--- src/rtl/door_pkg.sv ---
// door_pkg: shared types and defaults for the keypad door lock.
// Holds the FSM state enum, default code digits and idle timeout.
package door_pkg;

  typedef enum logic [1:0] {
    IDLE  = 2'd0,
    ENTRY = 2'd1,
    OPEN  = 2'd2,
    ERROR = 2'd3
  } state_t;

  localparam logic [3:0] DEF_CODE0 = 4'd1;
  localparam logic [3:0] DEF_CODE1 = 4'd3;
  localparam logic [3:0] DEF_CODE2 = 4'd2;
  localparam logic [3:0] DEF_CODE3 = 4'd4;

  localparam int DEF_TIMEOUT = 10;

  // Expected digit for a given entry position.
  function automatic logic [3:0] code_at(
    input logic [1:0] i,
    input logic [3:0] c0,
    input logic [3:0] c1,
    input logic [3:0] c2,
    input logic [3:0] c3
  );
    logic [3:0] r;
    case (i)
      2'd0:    r = c0;
      2'd1:    r = c1;
      2'd2:    r = c2;
      default: r = c3;
    endcase
    return r;
  endfunction

endpackage

--- src/rtl/door_press_detect.sv ---
// door_press_detect: turns the level keypad value into a press strobe.
// A held key is one press; the same digit again needs a 0 in between.
module door_press_detect (
  input  logic [3:0] btn,
  input  logic       clk,
  input  logic       reset,
  output logic       press,
  output logic [3:0] digit
);

  logic [3:0] btn_q;

  // Previous-cycle key value for edge detection.
  always_ff @(posedge clk or posedge reset) begin
    if (reset) begin
      btn_q <= 4'd0;
    end else begin
      btn_q <= btn;
    end
  end

  assign press = (btn != 4'd0) && (btn != btn_q);
  assign digit = btn;

endmodule

--- src/rtl/door_system.sv ---
// door_system: keypad door-lock controller with 4-digit code.
// Judges the code only after the 4th digit; idle timeouts re-lock.
module door_system
  import door_pkg::*;
#(
  parameter logic [3:0] CODE0   = DEF_CODE0,
  parameter logic [3:0] CODE1   = DEF_CODE1,
  parameter logic [3:0] CODE2   = DEF_CODE2,
  parameter logic [3:0] CODE3   = DEF_CODE3,
  parameter int         TIMEOUT = DEF_TIMEOUT
) (
  input  logic [3:0] btn,
  input  logic       clk,
  input  logic       reset,
  output logic       y,
  output logic       green,
  output logic       red
);

  localparam int CW = $clog2(TIMEOUT + 1);
  localparam logic [CW-1:0] TLAST = CW'(TIMEOUT - 1);
  localparam logic [CW-1:0] TMAX  = CW'(TIMEOUT);

  logic          press;
  logic [3:0]    digit;
  state_t        state;
  state_t        next;
  logic [1:0]    idx;
  logic          match;
  logic [CW-1:0] cnt;
  logic          first;
  logic [3:0]    want;
  logic          hit;
  logic          ok;
  logic          timeout;
  logic          y_d;
  logic          green_d;
  logic          red_d;

  door_press_detect u_press (
    .btn   (btn),
    .clk   (clk),
    .reset (reset),
    .press (press),
    .digit (digit)
  );

  // Any press outside ENTRY starts a fresh attempt at digit 0.
  assign first   = (state != ENTRY);
  assign want    = first ? CODE0
                         : code_at(idx, CODE0, CODE1, CODE2, CODE3);
  assign hit     = (digit == want);
  assign ok      = match && hit;
  assign timeout = (cnt == TLAST) && !press;

  // State register and registered Moore outputs.
  always_ff @(posedge clk or posedge reset) begin
    if (reset) begin
      state <= IDLE;
      y     <= 1'b0;
      green <= 1'b0;
      red   <= 1'b0;
    end else begin
      state <= next;
      y     <= y_d;
      green <= green_d;
      red   <= red_d;
    end
  end

  // Next-state: presses advance entry, and a press beats a timeout.
  always_comb begin
    next = state;
    unique case (state)
      IDLE: begin
        if (press) next = ENTRY;
      end
      ENTRY: begin
        if (press) begin
          if (idx == 2'd3) next = ok ? OPEN : ERROR;
        end else if (timeout) begin
          next = ERROR;
        end
      end
      OPEN, ERROR: begin
        if (press)        next = ENTRY;
        else if (timeout) next = IDLE;
      end
      default: next = IDLE;
    endcase
  end

  // Output decode from the upcoming state; strike fires on OPEN entry.
  always_comb begin
    y_d     = 1'b0;
    green_d = 1'b0;
    red_d   = 1'b0;
    green_d = (next == OPEN);
    red_d   = (next == ERROR);
    y_d     = (next == OPEN) && (state != OPEN);
  end

  // Digit index, running match flag and saturating idle counter.
  always_ff @(posedge clk or posedge reset) begin
    if (reset) begin
      idx   <= 2'd0;
      match <= 1'b0;
      cnt   <= '0;
    end else begin
      if (press) begin
        if (first) begin
          idx   <= 2'd1;
          match <= hit;
        end else begin
          idx   <= idx + 2'd1;
          match <= match && hit;
        end
      end
      if (press || (next != state) || (state == IDLE)) begin
        cnt <= '0;
      end else if (cnt != TMAX) begin
        cnt <= cnt + CW'(1);
      end
    end
  end

endmodule

--- config.mk ---
export PLATFORM = sky130hd
export DESIGN_NAME = door_system
export DESIGN_NICKNAME = d
export VERILOG_FILES = /design/src/rtl/door_pkg.sv /design/src/rtl/door_press_detect.sv /design/src/rtl/door_system.sv
export SDC_FILE = /design/constraint.sdc
export NUM_CORES = 1
export LEC_CHECK = 0
export CORE_MARGIN = 4
export CORE_UTILIZATION = 55
export DETAILED_ROUTE_END_ITERATION = 10
export PLACE_DENSITY = 0.77
export SYNTH_ARGS = -nofsm -noshare
export SYNTH_HDL_FRONTEND = slang
export SYNTH_SLANG_ARGS = --single-unit
--- constraint.sdc ---
create_clock -name clk -period 2.1 [get_ports clk]
set_input_delay 0.42 -clock clk [delete_from_list [all_inputs] [get_ports clk]]
set_output_delay 0.42 -clock clk [all_outputs]
set_load 0.02 [all_outputs]
==> summary.md <==
| Metric | Value |
|---|---|
| Outcome | complete, no violations |
| Antenna Cells | 0 |
| Final clock skew | 4.959 ps |
| GRT Residual Overflow | 0 |
| Routed wire length | 1958 um |
| Max-cap violations | 0 |
| Slew headroom | 59.90% |
| Final Total Pwr | 1.166 mW |
| Clock sinks | 16 |
| Std cell rows | 14 |
| CP startpoint | idx[0]$_DFFE_PP0P_ |
| Placed wire-length estimate | 1466 um |
| First-pass GRT wire length | 3498 um |
| CTS Buf Count | 3 |
| TritonCTS clock tree | yes |
| Crit path required time | 2280 ps |
| Seq/Total Area, Yosys | 42.22% |
| Pin count of the biggest net entering global routing | 17 |
| Total track usage | 18.93% |
| Count leader, synth | dfrtp_1 |
| Fin crit share | 96.38% |
| Antenna violations before repair | 0 |
| Bufs and invs on worst path | 1 |
| Clock root cell | clkbuf_4 |
| Area contributors post-synth | dfrtp_1, ha_1, xor2_1 |
| Cells after Synth | 82 |
| Worst hold slack | 491.0 ps |
| Vias after detailed routing | 723 |
| Peak supply drop | 0.0007478 V |
| Minimum clock period | 2024 ps |
| H-tree levels | 1 |
| Syn Area/Cell | 11.57 um^2 |
| Least-Margin Pin Slew | 600.8 ps |
| Critical path type | flop to flop |
| EDFF count, synth | 0 |
| Sw frac | 37.64% |
| P_int | 0.7271 mW |
| Placed inst area | 1101 um^2 |
| Final Hold Vio Count | 0 |
| Fraction of layout cells with a size suffix above 1 | 23.30% |
| Crit-path cells | inv_1, ha_1, or2_2, a211oi_2, o2111ai_2, o32a_1 |
| Yosys top cell area share | 42.22% |
| Worst path max stage delay | 400 ps |
| Clk_lat worst skew | 290 ps |
| Syn Nets | 95 |
| Layout area overhead | 21.50% |
| Wire per inst | 16.45 um |
| Async SR Flop Fraction | 100.0% |
| Worst r2r src | idx[0]$_DFFE_PP0P_ |
| Initial drt markers | 23 |
| CORE AREA | 1559 um^2 |
| Vias per cell | 6.076 |
| Post-synth top cells | dfrtp_1, ha_1, inv_1, xor2_1 |
| Top FF cell, synth | dfrtp_1 |
| Full die area | 2453 um^2 |
| Synth Cell Area | 948.4 um^2 |
| RD Place Congestion | 0.7611 |
| Pins Over Slew Limit | 0 |
| Distinct cells, synth | 34 |
| Psw | 0.4389 mW |
| Max clock buf depth | 2 |
| Ys Warns | 0 |
| Worst Path Arrival | 2210 ps |
| Part of the power in the clock network | 17.7% |
| Drt drc | 0 |
| Pleak | 0.5062 nW |
| # port buffers | 8 |
| CP endpoint kind | flop |
| HP Class | input pin to asynchronous set/reset pin |
| Combinational power share | 46.9% |
| Nets | 117 |
| Top Ports | 9 |
| Number of global-route vias before repair | 746 |
| Initial DRT Pass Iterations | 5 |
| Initial core utilization | 60.83% |
| Fin area | 1152 um^2 |
| Pwr dens | 1012 nW/um^2 |
| Largest delay share family, worst path | compound AO/OA/AOI/OAI gates |
| Yosys reg bits | 16 |
| Die width | 49.53 um |
| Max frequency | 0.4941 GHz |
| DIE HEIGHT | 49.53 um |
| # fillers | 107 |
| Setup crit start kind | flop |
| Yosys top cell by area | dfrtp_1 |
| Setup violations, final | 0 |
| Post-CTS Hold Buffers | 0 |
| DRT antenna net count | 0 |
| Sequential Power Share | 35.4% |
| Register clock-pin slew on the reported worst setup and hold paths | 100 ps |
| CP Max Fanout | 4 |
| Slowest CP cell | dfrtp_1 |
==> worst paths after layout <==
kind | end | slack (ps) | depth (start not counted)
max | state[0]$_DFF_PP0_ | 80 | 6
min | u_press.btn_q[0]$_DFF_PP0_ | 490 | 2
max reg2reg | state[0]$_DFF_PP0_ | 80 | 6
min reg2reg | match$_DFFE_PP0P_ | 580 | 2
max in group asynchronous | u_press.btn_q[2]$_DFF_PP0_ | 1220 | 2
min in group clk | match$_DFFE_PP0P_ | 580 | 2
==> cell type report <==
cell class                      instances  area, um^2  share of cell area (%)
Timing Repair Buffer                   17       147.6                   12.81
Multi-Input combinational cell         60       525.5                   45.60
Sequential cell                        16       400.4                   34.74
Inverter                                6       22.52                   1.954
Clock buffer                            4       36.28                   3.149
Tap cell                               16       20.02                   1.737
==> per-layer routing <==
layer	routed length [um]	GRT usage (%)	share of wire, %
met1	789	22.03	40
met2	966	31.94	49
met3	153	6.627	7.8
met4	49	6.912	2.5
met5	0	0	0
==> cells in the final DEF, fill, tap and decap left out, drive strengths merged, types with 2 or more instances in the layout <==
master | synthesis | layout
nand2b | 3 | 3
ha | 7 | 7
nor3 | 2 | 2
a211oi | 2 | 2
dfrtp | 16 | 16
inv | 6 | 6
xor2 | 7 | 7
nand3 | 5 | 5
buf | 0 | 9
or2 | 2 | 2
a21oi | 5 | 5
clkdlybuf4s50 | 0 | 8
nand3b | 2 | 2
o32ai | 2 | 2
clkbuf | 0 | 4
o211ai | 3 | 3
nor2 | 3 | 3
nand2 | 4 | 4
==> power by group through the flow <==
stage	Sequential, mW	Combinational, mW	Clock [mW]
finish	0.412	0.547	0.207
floorplan	0.418	0.372	0
global route	0.420	0.614	0.231
global placement	0.416	0.509	0
CTS	0.412	0.528	0.207
detailed placement	0.419	0.523	0
==> cell families after synthesis <==
logic type / share of synthesized area [%]
buffers and inverters: 2.375
flip-flops: 42.22
XOR/XNOR: 8.180
adder cells (fa/ha/maj): 9.234
AO/OA/AOI/OAI: 19.92
AND/OR/NAND/NOR: 18.07
==> registers in the layout (all words and copies together) (netlist names) <==
| name | count |
|---|---|
| y | 1 |
| u_press.btn_q | 4 |
| cnt | 4 |
| match | 1 |
| idx | 2 |
| red | 1 |
| state | 2 |
| green | 1 |
==> per-stage QoR <==
stage / setup WS [ps] / utilization [%] / TNS, ps / std cells
floorplan: 208.3 / - / 0 / 82
global placement: -82.19 / 70.63 / -113.4 / 113
detailed placement: -93.51 / 70.63 / -416.4 / 113
CTS: 40.08 / 72.95 / 0 / 117
global route: -51.67 / 73.92 / -56.05 / 119
finish: 76.12 / 73.92 / 0 / 119
==> what timing repair did <==
action	CTS	global route
gates resized for setup	0	0
endpoints found under the setup margin	0	2
setup buffers	0	2
Note: power is estimated with default switching activity, not from simulation.
